===== config.mk =====
export PLATFORM = sky130hd
export DESIGN_NAME = pulse_rate_shaper
export DESIGN_NICKNAME = d
export VERILOG_FILES = /design/src/rtl/pulse_rate_shaper_pkg.sv /design/src/rtl/pulse_rate_shaper.sv
export SDC_FILE = /design/constraint.sdc
export NUM_CORES = 1
export LEC_CHECK = 0
export CORE_AREA = 2 2 52 54
export CTS_CLUSTER_SIZE = 16
export DETAILED_ROUTE_END_ITERATION = 7
export DIE_AREA = 0 0 54 56
export PLACE_DENSITY = 0.65
export SETUP_SLACK_MARGIN = 0.4
export SKIP_CTS_REPAIR_TIMING = 1
export SYNTH_ARGS = -nofsm -noshare
export SYNTH_HDL_FRONTEND = slang
export SYNTH_SLANG_ARGS = --single-unit

===== constraint.sdc =====
create_clock -name clk_i -period 3 [get_ports clk_i]
set_clock_uncertainty 0.15 [all_clocks]
set_input_delay 0.75 -clock clk_i [delete_from_list [all_inputs] [get_ports clk_i]]
set_output_delay 0.75 -clock clk_i [all_outputs]
set_load 0.05 [all_outputs]

===== src/rtl/pulse_rate_shaper_pkg.sv =====
// Shared types and constants for the pulse rate shaper.
package pulse_rate_shaper_pkg;

  // Gap timer width; wide enough for any legal GAP_CYCLES (1..255).
  localparam int unsigned PRS_GAP_W = 8;

  // Output sequencer states.
  typedef enum logic [1:0] {
    StIdle = 2'd0,
    StEmit = 2'd1,
    StGap  = 2'd2
  } prs_state_t;

endpackage : pulse_rate_shaper_pkg


===== src/rtl/pulse_rate_shaper.sv =====
// Pulse rate shaper: queues single-cycle event pulses in a saturating counter and re-issues
// them as single-cycle pulses spaced at least GAP_CYCLES+1 clocks apart, so a slower
// destination domain behind the toggle synchronizer observes every event.
module pulse_rate_shaper
  import pulse_rate_shaper_pkg::*;
#(
  parameter int unsigned CNT_W      = 4,
  parameter int unsigned GAP_CYCLES = 4
) (
  input  logic             clk_i,
  input  logic             arst_n_i,
  input  logic             evt_i,
  input  logic             clr_ovf_i,
  output logic             pulse_o,
  output logic [CNT_W-1:0] pending_o,
  output logic             busy_o,
  output logic             ovf_o
);

  // Elaboration-time parameter sanity.
  if (GAP_CYCLES < 1 || GAP_CYCLES > 255) begin : g_gap_range_err
    $error("pulse_rate_shaper: GAP_CYCLES must be in 1..255");
  end
  if (CNT_W < 1) begin : g_cnt_w_err
    $error("pulse_rate_shaper: CNT_W must be at least 1");
  end

  localparam logic [CNT_W-1:0]     CntMax  = '1;
  localparam logic [CNT_W-1:0]     CntOne  = CNT_W'(1);
  localparam logic [PRS_GAP_W-1:0] GapLoad = PRS_GAP_W'(GAP_CYCLES);
  localparam logic [PRS_GAP_W-1:0] GapOne  = PRS_GAP_W'(1);

  prs_state_t           state_q, state_d;
  logic [PRS_GAP_W-1:0] gap_q, gap_d;
  logic [CNT_W-1:0]     cnt_q, cnt_d;
  logic                 pulse_q, pulse_d;
  logic                 ovf_q, ovf_d;

  logic work_avail;
  logic enter_emit;
  logic drop;

  // A new event this cycle or a queued one is enough to start a pulse.
  assign work_avail = evt_i | (cnt_q != '0);

  // Sequencer next state and gap timer; flags the edge that enters EMIT.
  always_comb begin
    state_d    = state_q;
    gap_d      = gap_q;
    enter_emit = 1'b0;
    unique case (state_q)
      StIdle: begin
        if (work_avail) begin
          state_d    = StEmit;
          enter_emit = 1'b1;
        end
      end
      StEmit: begin
        gap_d   = GapLoad;
        state_d = StGap;
      end
      StGap: begin
        gap_d = gap_q - GapOne;
        if (gap_q == GapOne) begin
          if (work_avail) begin
            state_d    = StEmit;
            enter_emit = 1'b1;
          end else begin
            state_d = StIdle;
          end
        end
      end
      default: begin
        state_d = StIdle;
        gap_d   = '0;
      end
    endcase
  end

  // Saturating pending counter. The pulse is charged on the edge entering EMIT; with an
  // empty counter that entry is only possible with evt_i high, so the two cancel out.
  always_comb begin
    cnt_d = cnt_q;
    drop  = 1'b0;
    unique case ({evt_i, enter_emit})
      2'b10: begin
        if (cnt_q == CntMax) begin
          drop = 1'b1;
        end else begin
          cnt_d = cnt_q + CntOne;
        end
      end
      2'b01:   cnt_d = cnt_q - CntOne;
      default: cnt_d = cnt_q;
    endcase
  end

  // Sticky overflow: a drop in the same cycle as a clear keeps the flag set.
  always_comb begin
    ovf_d = ovf_q;
    if (drop) begin
      ovf_d = 1'b1;
    end else if (clr_ovf_i) begin
      ovf_d = 1'b0;
    end
  end

  // The registered pulse is high exactly while the sequencer sits in EMIT.
  assign pulse_d = enter_emit;

  // All state and registered outputs; reset discards every queued event immediately.
  always_ff @(posedge clk_i or negedge arst_n_i) begin
    if (!arst_n_i) begin
      state_q <= StIdle;
      gap_q   <= '0;
      cnt_q   <= '0;
      pulse_q <= 1'b0;
      ovf_q   <= 1'b0;
    end else begin
      state_q <= state_d;
      gap_q   <= gap_d;
      cnt_q   <= cnt_d;
      pulse_q <= pulse_d;
      ovf_q   <= ovf_d;
    end
  end

  assign pulse_o   = pulse_q;
  assign pending_o = cnt_q;
  assign ovf_o     = ovf_q;
  // Only flop outputs feed this OR.
  assign busy_o    = (state_q != StIdle) | (cnt_q != '0);

endmodule : pulse_rate_shaper

Yosys cells after proc, flatten, opt, wreduce, memory -nomap -nowiden. Index checks and enable logic that the tools add are counted.

Bits in registers: 16. Input bits: 4. Output and inout port bits: 7.

Add/sub/neg operators: 3. Eq/ne operators: 9. Muxes and demuxes: 14. Bitwise gates (word level): 2. Reductions and logical operators: 7.

Operators with widths (count): $pmux 8 s3 (1); $eq 8x1->1 const B (1); $pmux 4 s2 (1); $sub 8x1->8 const B (1); $mux 1 (7); $ne 2x2->1 const B (3); $pmux 2 s3 (1); $reduce_bool 2->1 (3); $add 4x1->4 const B (1); $eq 2x1->1 const B (2); $eq 2x2->1 const B (2); $eq 4x4->1 const B (1); $mux 2 (2); $mux 4 (1); $reduce_and 2->1 (2); $reduce_bool 4->1 (1); $sub 4x1->4 const B (1); $logic_not 2->1 (1); $or 1x1->1 (2); $pmux 1 s2 (1).

Logic depth before layout (Yosys ltp). Gate-level depths: netlist of the first run.

Depth in word-level cells: 8. Mapped depth: 12. Gate-level depth less buffers: 11.

Worst setup path before layout of the first run. OpenSTA, ideal clock, no wires.

Kind: register to register. From: register state_q[0]. To: register cnt_q[3] (netlist: pending_o[3]). Setup time: 0.142 ns. Arrival time: 2.629 ns. Required time: 2.708 ns. Slack: 0.079 ns. Stages on the path, launching flop included: 13. Path buffers: 1. Period minus slack after synthesis: 2.921 ns. Cells stage by stage: dfrtp_1 inv_1 ha_1 nor4bb_1 a21o_1 buf_2 nand2_1 inv_1 ha_1 a21o_1 a2111oi_0 a32oi_1 xnor2_1.

Word-level cells in the longest chain between the ends: 5.

RTL lines: start: declaration (line pulse_rate_shaper.sv:33) `prs_state_t state_q, state_d;`; start signal: assignment (line pulse_rate_shaper.sv:114) `state_q <= StIdle;`; start signal: assignment (line pulse_rate_shaper.sv:120) `state_q <= state_d;`; $eq 2x2->1 or $logic_not 2->1 (tied branches) (line pulse_rate_shaper.sv:51) `unique case (state_q)`; $pmux 1 s2 (*) (line pulse_rate_shaper.sv:51); $eq 2x2->1 or $eq 2x1->1 (tied branches) (line pulse_rate_shaper.sv:85) `unique case ({evt_i, enter_emit})`; $ne 2x2->1 (no line) or $reduce_bool 2->1 (tied branches); $reduce_and 2->1 (no line); end signal: assignment (line pulse_rate_shaper.sv:122) `cnt_q <= cnt_d;`; end: declaration (line pulse_rate_shaper.sv:35) `logic [CNT_W-1:0] cnt_q, cnt_d;`.

Every way passes the cells marked *; elsewhere a longest branch is shown, timed or not. A chain may end at the register's enable or synchronous reset.

Worst setup path after layout of the first run.
From: register gap_q[1]. To: register cnt_q[3] (netlist: pending_o[3]).

Word-level cells in the longest chain between the ends: 6.

RTL lines: start: declaration (line pulse_rate_shaper.sv:34) `logic [PRS_GAP_W-1:0] gap_q, gap_d;`; start signal: assignment (line pulse_rate_shaper.sv:121) `gap_q <= gap_d;`; $eq 8x1->1 (*) (line pulse_rate_shaper.sv:64) `if (gap_q == GapOne) begin`; $mux 1 (*) (line pulse_rate_shaper.sv:64); $pmux 1 s2 (*) (line pulse_rate_shaper.sv:51); $eq 2x2->1 or $eq 2x1->1 (tied branches) (line pulse_rate_shaper.sv:85); $ne 2x2->1 (no line) or $reduce_bool 2->1 (tied branches); $reduce_and 2->1 (no line).

Marks and branches as above.

==> results.yml, run 1 <==
run_status:
  status: "complete, no violations"
layout:
  diodes: 0
  nets: 141
  fin_util: 0.5576
  layout_common_cells: "dfrtp_1 (15), nand2_1 (9), clkdlybuf4s50_1 (9)"
  final_cells: 156
  final_common_cell: "dfrtp_1"
  layout-drive-gt1-share: 0.2460
  fill_cells: 212
  fin_area_um2: 1356
  area_delta_synth_final_pct: 29.98
synthesis:
  syn_avg_cell_area_um2: 9.486
  synth_top_area_frac: 0.3837
  synthCells: 110
  synth_seq_area_share: 0.3837
  synth_area_um2: 1044
  ys_seq_elements: 16
  synth_flop_cell: "dfrtp_1"
  yosysUniqueCellTypes: 36
  yosys_warnings: 0
  synth-async-reset-ratio: 1.000
  synthTopCellsByArea: "dfrtp_1 (38%), ha_1 (9.6%), mux2i_1 (3.8%), inv_1 (3.6%), nand2_1 (3.6%)"
  yosysTopAreaCell: "dfrtp_1"
  synth-edff-count: 0
  syn_nets: 123
cts:
  clk-insertion-delay-late_ns: 0.28
  clock_sinks: 16
  cts-root-buf: "clkbuf_4"
  cts-buffers-inserted: 3
  cts_tree: "yes"
  htreeDepth: 1
  clock_path_buffers: 2
  clkTransAtPathRegs_ns: 0.09
sta:
  fmax_ghz: 0.3827
  hold_ws_ns: 0.3871
  fin_tns_setup_ns: 0
  layout_setup_ws_ns: 0.3872
  slew_viol_final: 0
  setup_viol: 0
  worstMarginPinSlew_ns: 0.7179
  rsz0062_at_grt: "true"
  fin_crit_ns: 2.613
  hold_viol_final: 0
  slew_headroom: 0.5199
  post-route-period-util: 0.8709
power_and_ir_drop:
  p_total_mw: 1.677
  power_density_nw_per_um2: 1236
  power_leakage_nw: 0.5804
  max-vdd-ir-drop_uv: 612.1
global_route:
  antenna_found_initial: 0
  grt_pass1_wl_um: 3843
  grt_max_degree: 19
  grt_usage: 0.1718
  grt_pass1_vias: 838
  grt_remaining_overflow: 0
routing:
  vias_per_cell: 5.474
  routed_wl_um: 2234
  routedWlPerCell_um: 14.32
  drt_iter0_drc: 18
  vias: 854
  drtAntennaViolNets: 0
  first_pass_iters: 4
  drc: 0
floorplan:
  core_area_um2: 2432
  die-area_um2: 3024
  pin_count: 11
  fp-row-count: 18
  fp.dieH_um: 56
  fp.dieW_um: 54
  initial_core_util: 0.4290
min_path:
  hp-class: "flip-flop to flip-flop"
flow_run:
  maxCapViolations: 0
critical_path:
  setup.worst_path.class: "flip-flop to flip-flop"
  cp_max_fo: 5
  startpoint_type: "flip-flop"
  worstPathArrival_ns: 2.64
  worstPathRequired_ns: 3.03
  end_kind: "flip-flop"
place:
  globalplace.congestion: 0.7351
  place_area_um2: 1260
  portBuffers: 10
  dp_slack_ns: 0.1824
  dp_cells: 151
  dp_hpwl_um: 1650
## critical path, cell delays in order, from the launching register on
cell and delay [ns]:
dfrtp_1 0.43, inv_2 0.11, ha_4 0.13, nor4bb_4 0.35, a21o_1 0.21, nand2_2 0.07
inv_2 0.08, ha_1 0.23, a21o_1 0.22, a2111oi_4 0.30, a32oi_2 0.08, xnor2_1 0.15
## power breakdown
part | switching, mW | internal (mW)
Combinational | 0.601 | 0.523
Sequential | 0.135 | 0.307
Clock | 0.0640 | 0.0467
## final timing paths
check | from | endpoint | slack, ns | depth (start not counted)
worst min-delay path | ovf_o | ovf_o | 0.39 | 2
max in group asynchronous | arst_n_i | gap_q[0] | 1.47 | 1
worst min register to register | ovf_o | ovf_o | 0.39 | 2
worst max register to register | gap_q[1] | pending_o[3] | 0.39 | 11
worst max-delay path | gap_q[1] | pending_o[3] | 0.39 | 11
min in group asynchronous | arst_n_i | gap_q[6] | 0.74 | 1
## cell families after synthesis
| logic type | synth area share |
|---|---|
| and+or+nand+nor | 0.1607 |
| AOI/OAI and AO/OA | 0.1907 |
| DFF | 0.3837 |
| buffers and inverters | 0.05156 |
| adders and majority gates | 0.1151 |
| muxes | 0.08153 |
| xor gates and xnor gates | 0.01679 |
## cells in the mapped netlist, drive strengths merged (2+ instances only)
library cell,number
a22o,2
a21o,3
o31ai,3
ha,8
a22oi,2
mux2,4
nor2,8
clkbuf,3
a31oi,2
nor2b,2
nor3,2
inv,10
mux2i,4
nand2b,2
o21ai,7
dfrtp,16
a21oi,4
nand2,10
nor4,3
## sequential cells by signal (all words and copies together) (netlist names)
signal	count
pending_o	4
ovf_o	1
state_q	2
gap_q	8
pulse_o	1
## metal layers
layer,share of wire,global-route usage,vias up
met5,0,0,-
met4,0.012,0.04286,0
met3,0.040,0.05914,4
met2,0.47,0.2491,16
met1,0.48,0.2424,405
li1,-,-,429
## area by class of cell
| class | count | area [um^2] | area share |
|---|---|---|---|
| multi-input cells | 80 | 701.9 | 0.5175 |
| inverters | 10 | 37.54 | 0.02768 |
| repair buffers | 17 | 155.1 | 0.1144 |
| well taps | 30 | 37.54 | 0.02768 |
| flip-flops and latches | 16 | 401.6 | 0.2961 |
| clock buffers | 3 | 22.52 | 0.01661 |
No activity file was read; power rests on OpenSTA's default activity.
==> run 2, diff against run 1 <==
SLEW_MARGIN = 20   (was not set)
==> results of run 2 <==
Same layout as run 1: the final DEF is identical, and so are final timing and power.
==> run 3, diff against run 2 <==
CELL_PAD_IN_SITES_DETAIL_PLACEMENT = 0   (was not set)
CELL_PAD_IN_SITES_GLOBAL_PLACEMENT = 1   (was not set)
CORE_AREA = 2 2 56 58   (was 2 2 52 54)
DIE_AREA = 0 0 58 60   (was 0 0 54 56)
PLACE_DENSITY = 0.71   (was 0.65)
SLEW_MARGIN = 5   (was 20)
==> results.yml, run 3 (synthesized netlist as in run 1, its figures left out) <==
critical_path:
  setup.worst_path.class: "flip-flop to flip-flop"
  critPathSlowestCell: "dfrtp_2"
  cp_max_fo: 4
  startpoint_type: "flip-flop"
  worstPathArrival_ns: 2.64
  crit_path_cell_trace: "inv_2, ha_2, nor4bb_4, a21o_1, nand2_2, inv_2, ha_1, a21o_1, a2111oi_4, a32oi_1, xnor2_1"
  worstPathRequired_ns: 3.02
  end_kind: "flip-flop"
  max_stage_delay_ns: 0.44
cts:
  cts-root-buf: "clkbuf_4"
  clkTransAtPathRegs_ns: 0.10
  clock_sinks: 16
  cts-buffers-inserted: 3
  clock_path_buffers: 2
  clk-insertion-delay-late_ns: 0.28
  cts_tree: "yes"
  htreeDepth: 1
layout:
  fin_util: 0.4659
  largest_register_ffs: 8
  layout_common_cells: "dfrtp_1 (14), nand2_1 (9), buf_4 (9)"
  final_common_cell: "dfrtp_1"
  fin_area_um2: 1353
  largest-register: "gap_q"
  diodes: 0
  area_delta_synth_final_pct: 29.62
  layout-drive-gt1-share: 0.2403
  fill_cells: 284
  nets: 143
min_path:
  hp-class: "flip-flop to flip-flop"
floorplan:
  fp.dieW_um: 58
  fp-row-count: 20
  die-area_um2: 3480
  pin_count: 11
  core_area_um2: 2903
  fp.dieH_um: 60
  initial_core_util: 0.3595
routing:
  routedWlPerCell_um: 13.95
  drt_iter0_drc: 28
  vias_per_cell: 5.377
  first_pass_iters: 4
  drc: 0
  routed_wl_um: 2260
  vias: 871
  drtAntennaViolNets: 0
power_and_ir_drop:
  p_int_mw: 0.8874
  power_leakage_nw: 0.6018
  p_sw_mw: 0.7867
  p_total_mw: 1.674
  combPwrFrac: 0.654
  power_frac_clock: 0.085
  power_frac_seq: 0.261
  max-vdd-ir-drop_uv: 663.0
  p_sw_frac: 0.4699
  power_density_nw_per_um2: 1238
sta:
  fin_crit_ns: 2.621
  rsz0062_at_grt: "true"
  slew_headroom: 0.4904
  worstMarginPinSlew_ns: 0.7619
  slew_viol_final: 0
  hold_ws_ns: 0.3878
  fmax_ghz: 0.3816
  setup_viol: 0
  fin_tns_setup_ns: 0
  post-route-period-util: 0.8736
  hold_viol_final: 0
global_route:
  grt_max_degree: 17
  grtUsageMet2: 0.2386
  antenna_found_initial: 0
  busiest_layer: "met2"
  grt_remaining_overflow: 0
  grt_use_met3: 0.01948
  grt_pass1_vias: 834
  use_met1: 0.1819
  grt_usage: 0.1401
  grt_pass1_wl_um: 3691
flow_run:
  maxCapViolations: 0
place:
  portBuffers: 10
  globalplace.congestion: 0.7689
  dp_hpwl_um: 1715
  place_area_um2: 1271
run_status:
  status: "complete, no violations"
==> run 3: power by group through the flow <==
stage / sequential, mW / clock [mW] / combinational, mW
finish: 0.436 / 0.143 / 1.10
global route: 0.452 / 0.162 / 1.19
CTS: 0.437 / 0.151 / 1.05
detailed placement: 0.442 / 0 / 1.05
global placement: 0.436 / 0 / 1.03
floorplan: 0.545 / 0 / 0.661
==> run 3: worst paths after layout <==
| check | slack [ns] | cells after the start | endpoint | startpoint |
|---|---|---|---|---|
| setup / recovery | 0.38 | 11 | pending_o[3] | gap_q[1] |
| hold reg to reg | 0.39 | 2 | ovf_o | ovf_o |
| hold / removal | 0.39 | 2 | ovf_o | ovf_o |
| min in group asynchronous | 0.76 | 1 | ovf_o | arst_n_i |
| setup reg to reg | 0.38 | 11 | pending_o[3] | gap_q[1] |
| max in group asynchronous | 1.42 | 1 | gap_q[1] | arst_n_i |
==> run 3: layout make-up <==
type	instances	area (um^2)	area share
multi-input cells	80	661.9	0.4894
flip-flops and latches	16	402.9	0.2979
repair buffers	19	172.7	0.1277
well taps	33	41.29	0.03053
inverters	10	37.54	0.02775
clock buffers	4	36.28	0.02683
==> run 3: worst max-delay path, delay by kind of cell, from the launching register on <==
| kind | cells | cell delay (ns) |
|---|---|---|
| AOI/OAI and AO/OA | 4 | 0.80 |
| xor gates and xnor gates | 1 | 0.16 |
| adders and majority gates | 2 | 0.38 |
| buffers and inverters | 2 | 0.14 |
| DFF | 1 | 0.44 |
| and+or+nand+nor | 2 | 0.44 |
==> run 3: layer usage <==
| metal | vias to the layer above | part of all wire |
|---|---|---|
| met1 | 422 | 0.49 |
| met2 | 9 | 0.48 |
| met3 | 2 | 0.025 |
| met5 | - | 0 |
| li1 | 438 | - |
| met4 | 0 | 0.0058 |
==> run 3: stage by stage <==
stage,setup WS [ns],instances
floorplan,0.4046,110
global placement,0.2180,155
detailed placement,0.1464,155
CTS,0.1857,159
global route,0.2491,162
finish,0.3793,162
